--- src/rtl/instruction_fetch_unit.sv ---
// Instruction fetch front end.
// Holds the program counter and issues one level-handshake read at a time to
// the instruction cache. Each returned word is tagged with its PC and queued
// toward decode. A redirect from execute flushes the queue and squashes a
// read that is still in flight.
module instruction_fetch_unit #(
    parameter logic [63:0] RESET_PC    = 64'h0,
    parameter int          QUEUE_DEPTH = 4
) (
    input  logic        clock,
    input  logic        reset,
    input  logic        redirect_valid,
    input  logic [63:0] redirect_pc,
    output logic        read_enable,
    output logic [63:0] address,
    input  logic [31:0] icache_data,
    input  logic        send_enable,
    output logic        decode_valid,
    output logic [31:0] decode_instr,
    output logic [63:0] decode_pc,
    input  logic        decode_ready
);

    localparam int PTR_W = (QUEUE_DEPTH > 1) ? $clog2(QUEUE_DEPTH) : 1;
    localparam int CNT_W = PTR_W + 1;

    // Fetch addresses are always word aligned; the low two bits are dropped.
    localparam logic [63:0]      RESET_PC_ALIGNED = RESET_PC & ~64'h3;
    localparam logic [CNT_W-1:0] DEPTH_CNT        = CNT_W'(QUEUE_DEPTH);

    typedef enum logic [1:0] {
        ST_IDLE    = 2'd0,  // no request on the cache port
        ST_REQUEST = 2'd1,  // read_enable high, waiting for send_enable
        ST_RELEASE = 2'd2   // read_enable low, waiting for send_enable to drop
    } state_t;

    state_t            r_state;
    state_t            w_state_next;

    logic [63:0]       r_fetch_pc;
    logic [63:0]       r_req_pc;
    logic              r_squash;
    logic              r_read_enable;

    logic [CNT_W-1:0]  r_count;
    logic [PTR_W-1:0]  r_rd_ptr;
    logic [PTR_W-1:0]  r_wr_ptr;
    logic [31:0]       r_fifo_instr [QUEUE_DEPTH];
    logic [63:0]       r_fifo_pc    [QUEUE_DEPTH];

    logic [63:0]       w_redirect_pc_aligned;
    logic              w_empty;
    logic              w_pop;
    logic              w_capture;
    logic              w_push;
    logic [CNT_W-1:0]  w_count_after_pop;
    logic              w_room;
    logic              w_start_ok;
    logic              w_enter_request;

    assign w_redirect_pc_aligned = redirect_pc & ~64'h3;
    assign w_empty               = (r_count == '0);

    // A redirect flushes the queue, so neither a pop nor a push survives it.
    assign w_pop     = !w_empty && decode_ready && !redirect_valid;
    assign w_capture = (r_state == ST_REQUEST) && send_enable;
    assign w_push    = w_capture && !r_squash && !redirect_valid;

    // A new read may only start when the word it returns is certain to fit,
    // counting the slot freed by this cycle's pop.
    assign w_count_after_pop = r_count - CNT_W'(w_pop);
    assign w_room            = (w_count_after_pop < DEPTH_CNT);
    assign w_start_ok        = w_room && !redirect_valid;

    assign w_enter_request = (r_state != ST_REQUEST) && (w_state_next == ST_REQUEST);

    // Next-state selection for the cache handshake.
    always_comb begin
        w_state_next = r_state;
        case (r_state)
            ST_IDLE: begin
                if (w_start_ok) begin
                    w_state_next = ST_REQUEST;
                end
            end
            ST_REQUEST: begin
                // The read is never abandoned: the address must stay put
                // until the cache answers, even across a redirect.
                if (send_enable) begin
                    w_state_next = ST_RELEASE;
                end
            end
            ST_RELEASE: begin
                if (!send_enable) begin
                    w_state_next = w_start_ok ? ST_REQUEST : ST_IDLE;
                end
            end
            default: begin
                w_state_next = ST_IDLE;
            end
        endcase
    end

    // State register plus registered cache request signals.
    always_ff @(posedge clock or posedge reset) begin
        if (reset) begin
            r_state       <= ST_IDLE;
            r_read_enable <= 1'b0;
            r_req_pc      <= RESET_PC_ALIGNED;
        end else begin
            r_state       <= w_state_next;
            r_read_enable <= (w_state_next == ST_REQUEST);
            if (w_enter_request) begin
                r_req_pc <= r_fetch_pc;
            end
        end
    end

    // Program counter: redirect wins, otherwise advance on each accepted word.
    always_ff @(posedge clock or posedge reset) begin
        if (reset) begin
            r_fetch_pc <= RESET_PC_ALIGNED;
        end else if (redirect_valid) begin
            r_fetch_pc <= w_redirect_pc_aligned;
        end else if (w_push) begin
            r_fetch_pc <= r_req_pc + 64'd4;
        end
    end

    // Squash flag: set when a redirect hits an unanswered read, cleared when
    // that read's word comes back (and is dropped).
    always_ff @(posedge clock or posedge reset) begin
        if (reset) begin
            r_squash <= 1'b0;
        end else if (w_capture) begin
            r_squash <= 1'b0;
        end else if (redirect_valid && (r_state == ST_REQUEST)) begin
            r_squash <= 1'b1;
        end
    end

    // Queue occupancy and pointers; a redirect empties the queue outright.
    always_ff @(posedge clock or posedge reset) begin
        if (reset) begin
            r_count  <= '0;
            r_rd_ptr <= '0;
            r_wr_ptr <= '0;
        end else if (redirect_valid) begin
            r_count  <= '0;
            r_rd_ptr <= '0;
            r_wr_ptr <= '0;
        end else begin
            r_count <= r_count + CNT_W'(w_push) - CNT_W'(w_pop);
            if (w_pop) begin
                r_rd_ptr <= r_rd_ptr + 1'b1;
            end
            if (w_push) begin
                r_wr_ptr <= r_wr_ptr + 1'b1;
            end
        end
    end

    // Queue storage: the returned word and the PC it was fetched from.
    always_ff @(posedge clock) begin
        if (w_push) begin
            r_fifo_instr[r_wr_ptr] <= icache_data;
            r_fifo_pc[r_wr_ptr]    <= r_req_pc;
        end
    end

    assign read_enable  = r_read_enable;
    assign address      = r_req_pc;

    // Decode sees the queue head directly; an empty queue presents zeros.
    assign decode_valid = !w_empty;
    assign decode_instr = w_empty ? 32'd0 : r_fifo_instr[r_rd_ptr];
    assign decode_pc    = w_empty ? 64'd0 : r_fifo_pc[r_rd_ptr];

endmodule

--- config.mk ---
export PLATFORM = sky130hd
export DESIGN_NAME = instruction_fetch_unit
export DESIGN_NICKNAME = d
export VERILOG_FILES = /design/src/rtl/instruction_fetch_unit.sv
export SDC_FILE = /design/constraint.sdc
export NUM_CORES = 1
export LEC_CHECK = 0
export BUFFER_PORTS_ARGS = -buffer_cell sky130_fd_sc_hd__buf_2
export CORE_AREA = 4 4 274 276
export CTS_CLUSTER_DIAMETER = 200
export DETAILED_ROUTE_END_ITERATION = 7
export DIE_AREA = 0 0 278 280
export PLACE_DENSITY_LB_ADDON = 0.08
export SLEW_MARGIN = 20
export SYNTH_ARGS = -nofsm -noshare
export SYNTH_HDL_FRONTEND = slang
export SYNTH_SLANG_ARGS = --single-unit
--- constraint.sdc ---
create_clock -name clock -period 8.45 [get_ports clock]
set_input_delay 0.4225 -clock clock [delete_from_list [all_inputs] [get_ports clock]]
set_output_delay 0.4225 -clock clock [all_outputs]
set_load 0.05 [all_outputs]
==> impl_metrics.env, run 1 <==
export IMPL_status="completed"
export IMPL_synth_simple_gate_area_share_pct=9.339
export IMPL_muxShareOfSynthArea_pct=13.88
export IMPL_drt_initial_drc_count=595
export IMPL_dr_total_vias=12430
export IMPL_hp_class="in -> async"
export IMPL_final_min_clock_period_ps=3733
export IMPL_setup_viol=0
export IMPL_synth_cells=1318
export IMPL_synth_top_family_by_area="multiplexers"
export IMPL_syn_nets=1427
export IMPL_ctsResizeCount=0
export IMPL_path_delay_family="buffers and inverters"
export IMPL_grt_overflow_total=0
export IMPL_yosysWarnings=0
export IMPL_clkPwrFrac_pct=26.6
export IMPL_floorplan_rows=99
export IMPL_ctsLongestPathBuffers=3
export IMPL_maxSlewHeadroom_pct=27.67
export IMPL_period_share_pct=44.17
export IMPL_cp_slowest_cell="dfrtp_4"
export IMPL_drc=0
export IMPL_slowest_delay_ps=980
export IMPL_power_leakage_nw=9.426
export IMPL_gp_congestion=0.6905
export IMPL_grt_pass1_wl_um=89950
export IMPL_cts_hold_fix_buffers=0
export IMPL_skew_ps=15.04
export IMPL_die_h_um=280
export IMPL_grt_max_degree=95
export IMPL_cts_root_buffer="clkbuf_16"
export IMPL_avgSynthCellArea_um2=16.47
export IMPL_path_class="reg -> out"
export IMPL_ioPinCount=263
export IMPL_netlist_area_um2=21700
export IMPL_worstPathCellList="buf_4 -> mux4_2 -> and2_1 -> buf_2"
export IMPL_cts_sinks=523
export IMPL_arrival_ps=3310
export IMPL_synthAdderAreaFrac_pct=0.4958
export IMPL_use_met1_pct=21.14
export IMPL_wl_um=60410
export IMPL_core_area_um2=72590
export IMPL_tns_ps=0
export IMPL_async_flop_share_pct=26.58
export IMPL_crit_start="r_rd_ptr[1]"
export IMPL_clk_latency_ps=580
export IMPL_vdd_drop_max_v=0.0002371
export IMPL_finalPower_mw=9.972
export IMPL_final_cell_mix="edfxtp_1 (384), buf_2 (259), dfrtp_1 (137)"
export IMPL_cts_tree="built"
export IMPL_grt_busiest_layer="met2"
export IMPL_cellPowerDensity_nw_per_um2=382.5
export IMPL_synth_edf_count=384
export IMPL_grt_pass1_vias=13300
export IMPL_start_kind="flip-flop"
export IMPL_met2_usage_pct=25.42
export IMPL_synthFlopType="edfxtp_1"
export IMPL_fin_area_um2=26070
export IMPL_power_frac_seq_pct=37.9
export IMPL_comb_power_share_pct=35.5
export IMPL_p_int_mw=5.866
export IMPL_path_buf_inv=2
export IMPL_synth_xor_xnor_area_share_pct=2.220
export IMPL_areaGrowthSynthToFinish_pct=20.12
export IMPL_path_clk_slew_ps=60
export IMPL_met3_usage_pct=3.162
export IMPL_cts_htree_levels=3
export IMPL_drt_pass1_iter_count=5
export IMPL_grt_use_total_pct=15.46
export IMPL_port_buffer_count=260
export IMPL_floorplan_initialDensity_pct=29.90
export IMPL_cp_required_ps=8030
export IMPL_maxSlewViolCount=0
export IMPL_dp_hpwl_um=35620
export IMPL_cts_buffers=66
export IMPL_routedWlPerCell_um=23.25
export IMPL_die_width_um=278
export IMPL_ys_types=53
export IMPL_place_area_um2=24040
export IMPL_nets=1698
export IMPL_via_per_inst=4.783
export IMPL_p_sw_mw=4.106
export IMPL_antenna_found_initial=2
export IMPL_crit_path_max_fanout=54
export IMPL_hold_viol_final=0
export IMPL_rsz0062_at_grt="false"
export IMPL_postRouteAntennaNets=0
export IMPL_n_fill_cell=7079
export IMPL_synth_seq_cells=523
export IMPL_drv_cap=0
export IMPL_ys_seq_area_share_pct=69.16
export IMPL_synth_compound_area_share_pct=3.125
export IMPL_postCtsSetupBuffers=0
export IMPL_drive_gt1_share_pct=33.50
export IMPL_endpoint_kind="primary output"
export IMPL_timing_fmax_mhz=267.9
export IMPL_layout_commonest_cell="edfxtp_1"
export IMPL_worst_slew_pin_transition_ps=1085
export IMPL_r2r_start="r_state[1]"
export IMPL_die_area_um2=77840
export IMPL_swShare_pct=41.17
==> cells in the mapped netlist (all sizes together) (2+ instances only) <==
| master | instances | area share [%] |
|---|---|---|
| nand3b | 2 | 0.069 |
| inv | 14 | 0.24 |
| nand3 | 22 | 0.51 |
| nor3b | 10 | 0.35 |
| mux2i | 13 | 0.60 |
| o21a | 2 | 0.069 |
| xor2 | 15 | 0.61 |
| a21oi | 31 | 0.71 |
| and3 | 7 | 0.21 |
| mux2 | 64 | 3.3 |
| o221ai | 12 | 0.48 |
| buf | 20 | 0.50 |
| o31ai | 8 | 0.28 |
| ha | 7 | 0.40 |
| and4 | 7 | 0.29 |
| and2 | 103 | 3.0 |
| xnor2 | 40 | 1.6 |
| nor2b | 4 | 0.12 |
| nand2 | 96 | 1.7 |
| clkbuf | 52 | 1.0 |
| nor3 | 20 | 0.46 |
| o21ai | 49 | 1.1 |
| nor2 | 43 | 0.74 |
| nand4 | 24 | 0.99 |
| or3 | 6 | 0.17 |
| dfrtp | 139 | 16 |
| nor4 | 13 | 0.68 |
| a31o | 2 | 0.081 |
| o31a | 3 | 0.13 |
| edfxtp | 384 | 53 |
| mux4 | 96 | 10 |
==> power by group through the flow <==
stage,Combinational (mW),Sequential [mW],Clock (mW)
global placement,3.63,3.82,0
CTS,3.63,3.79,2.75
detailed placement,3.63,3.85,0
floorplan,2.23,4.10,0
global route,3.77,3.86,2.85
finish,3.54,3.78,2.66
==> per-stage QoR <==
step / std cells / util (%) / hold WS (ps) / setup slack, ps
after floorplan: 1318 / - / 472.3 / 4303
after global placement: 2480 / 33.12 / 479.0 / 4713
final: 2598 / 35.92 / 34.96 / 4717
after global routing: 2595 / 35.91 / 26.32 / 4541
after detailed placement: 2480 / 33.12 / 485.4 / 4731
after CTS: 2595 / 35.91 / 9.121 / 4576
==> final timing paths <==
check	end	slack, ps	depth (start not counted)
max	decode_pc[11]	4720	4
min	address[49]	30	2
max reg2reg	r_fifo_instr[1][10]	4920	5
min reg2reg	address[27]	500	1
max in group asynchronous	address[12]	7130	3
min in group clock	r_fetch_pc[57]	50	3
==> flip-flops by register name, summed over array words and instances (netlist names) <==
signal / flops
r_fifo_pc: 256
r_squash: 1
address: 64
r_state: 2
r_wr_ptr: 2
r_count: 3
r_rd_ptr: 2
r_fifo_instr: 128
r_fetch_pc: 64
read_enable: 1
==> layout make-up <==
type                            instances  area [um^2]  share of cell area [%]
Sequential cell                       523        15020                   57.60
Multi-Input combinational cell        709         6337                   24.31
Clock buffer                           94         1873                   7.185
Timing Repair Buffer                  275         1429                   5.481
Tap cell                              959         1200                   4.603
Clock inverter                         21        148.9                  0.5711
Inverter                               14        57.56                  0.2208
Antenna cell                            3        7.507                 0.02880
==> logic make-up (layout without fill, tap and decap cells) <==
kind of cell | after synthesis | count (layout)
DFF | 523 | 523
and+or+nand+nor | 360 | 360
muxes | 173 | 173
AOI/OAI and AO/OA | 113 | 113
buffers and inverters | 86 | 404
xor gates and xnor gates | 55 | 55
adders and majority gates | 8 | 8
other | 0 | 3
==> layer usage <==
metal  vias to the layer above  part of all wire (%)
met5                         -                     0
met4                         0                   2.1
met3                        80                   4.2
met2                       241                    48
met1                      6516                    45
li1                       5588                     -
No activity file was read; power rests on OpenSTA's default activity.
==> run 2, diff against run 1 <==
clock period = 3.2 ns   (was 8.45 ns; I/O delays follow)
==> run 2 against run 1 <==
Effect of this change: non-clock buffer count grew 126; die area did not move; largest cell class unchanged; critical path type unchanged; combinational power rose to 2.8 times the previous value; sequential share of layout area decreased by 2.6 points; clock skew barely moved.
==> impl_metrics.env, run 2 (same netlist as run 1, synthesis figures left out) <==
export IMPL_status="completed"
export IMPL_drive_gt1_share_pct=33.01
export IMPL_skew_ps=15.34
export IMPL_dp_slack_ps=481.7
export IMPL_postCtsSetupBuffers=0
export IMPL_grt_max_degree=140
export IMPL_wl_um=60690
export IMPL_antenna_found_initial=1
export IMPL_final_min_clock_period_ps=2826
export IMPL_final_cell_mix="edfxtp_1 (384), buf_2 (259), dfrtp_1 (137)"
export IMPL_grt_pass1_vias=13490
export IMPL_routedWlPerCell_um=22.32
export IMPL_drt_pass1_iter_count=5
export IMPL_n_fill_cell=6992
export IMPL_cts_sinks=523
export IMPL_vdd_drop_max_v=0.0005462
export IMPL_grt_overflow_total=0
export IMPL_hp_class="in -> reg"
export IMPL_die_area_um2=77840
export IMPL_cts_buffers=60
export IMPL_clk_latency_ps=610
export IMPL_dpl_cell_count=2507
export IMPL_cts_tree="built"
export IMPL_cp_required_ps=3040
export IMPL_cts_htree_levels=2
export IMPL_maxSlewHeadroom_pct=43.26
export IMPL_hold_depth=2
export IMPL_period_share_pct=88.32
export IMPL_die_width_um=278
export IMPL_drt_initial_drc_count=545
export IMPL_slowest_delay_ps=690
export IMPL_instances_no_fill=2719
export IMPL_tns_ps=0
export IMPL_port_buffer_count=260
export IMPL_cellPowerDensity_nw_per_um2=964.3
export IMPL_largest_register_ffs=256
export IMPL_floorplan_initialDensity_pct=29.90
export IMPL_ctsLongestPathBuffers=3
export IMPL_cp_slowest_cell="dfrtp_4"
export IMPL_maxSlewViolCount=0
export IMPL_setup_viol=0
export IMPL_arrival_ps=2670
export IMPL_drc=0
export IMPL_regToRegSetupSlack_ps=510
export IMPL_postRouteAntennaNets=0
export IMPL_path_clk_slew_ps=60
export IMPL_hold_viol_final=0
export IMPL_via_per_inst=4.746
export IMPL_start_kind="flip-flop"
export IMPL_reg2regPathDepth=6
export IMPL_dr_total_vias=12910
export IMPL_diodes=0
export IMPL_areaGrowthSynthToFinish_pct=25.90
export IMPL_worstPathCellList="buf_12 -> mux4_2 -> and2_1 -> buf_2"
export IMPL_setup_ws_ps=373.8
export IMPL_grt_pass1_wl_um=90680
export IMPL_final_core_util_pct=37.64
export IMPL_layout_commonest_cell="edfxtp_1"
export IMPL_worst_slew_pin_transition_ps=851.1
export IMPL_nets=1818
export IMPL_crit_path_max_fanout=36
export IMPL_regMostFlops="r_fifo_pc"
export IMPL_cts_root_buffer="clkbuf_16"
export IMPL_fin_area_um2=27330
export IMPL_path_class="reg -> out"
export IMPL_power_leakage_nw=9.986
export IMPL_die_h_um=280
export IMPL_place_area_um2=24390
export IMPL_endpoint_kind="primary output"
export IMPL_core_area_um2=72590
export IMPL_rsz0062_at_grt="false"
export IMPL_drv_cap=0
export IMPL_ioPinCount=263
export IMPL_timing_fmax_mhz=353.8
export IMPL_largestRegisters="r_fifo_pc: 256 flops, r_fifo_instr: 128 flops"
export IMPL_grt_use_total_pct=15.36
export IMPL_floorplan_rows=99
export IMPL_gp_congestion=0.7136
export IMPL_dp_hpwl_um=37150
run 2: area by class of cell:
class	count	area (um^2)	share of cell area, %
sequential	523	15020	54.96
multi-input combinational	709	6337	23.19
timing repair buffer	401	2773	10.15
clock buffer	80	1639	5.998
tap	959	1200	4.391
clock inverter	33	302.8	1.108
inverter	14	56.30	0.2061
run 2: worst paths after layout:
path                           startpoint            endpoint
setup reg to reg               address[8]      r_fetch_pc[56]
max in group asynchronous           reset         r_rd_ptr[0]
setup / recovery              r_rd_ptr[0]        decode_pc[4]
hold / removal             icache_data[0]  r_fifo_instr[0][0]
min in group asynchronous           reset      r_fetch_pc[49]
hold reg to reg             r_fetch_pc[9]          address[9]
run 2: through the flow:
stage	power, mW	hold slack, ps
after floorplan	16.70	245.7
after global placement	19.85	374.9
after detailed placement	19.89	379.3
after CTS	26.90	244.6
after global routing	27.76	259.2
final	26.35	307.4
run 2: timing repair:
| action | CTS | global route |
|---|---|---|
| resized for setup | 0 | 0 |
| hold endpoints to repair | 340 | 0 |
| hold buffers | 99 | 0 |
run 2: report_power, final:
| group | leakage (nW) | internal, mW | switching, mW |
|---|---|---|---|
| clock | 0.958 | 3.99 | 2.78 |
| combinational | 3.86 | 3.01 | 6.82 |
| sequential | 5.17 | 8.48 | 1.27 |
run 2: layer usage:
| layer | GRT usage [%] | vias to the layer above | wire (um) |
|---|---|---|---|
| met4 | 3.613 | 0 | 1215 |
| met2 | 25.25 | 284 | 28800 |
| met5 | 0 | - | 0 |
| met3 | 2.846 | 75 | 2617 |
| met1 | 21.35 | 6711 | 28050 |
| li1 | - | 5835 | - |
run 2: critical path, delay by kind of cell, from the launching register on:
| family | cells | cell delay (ps) |
|---|---|---|
| flip-flops | 1 | 690 |
| multiplexers | 1 | 540 |
| buffers and inverters | 2 | 580 |
| AND/OR/NAND/NOR | 1 | 210 |
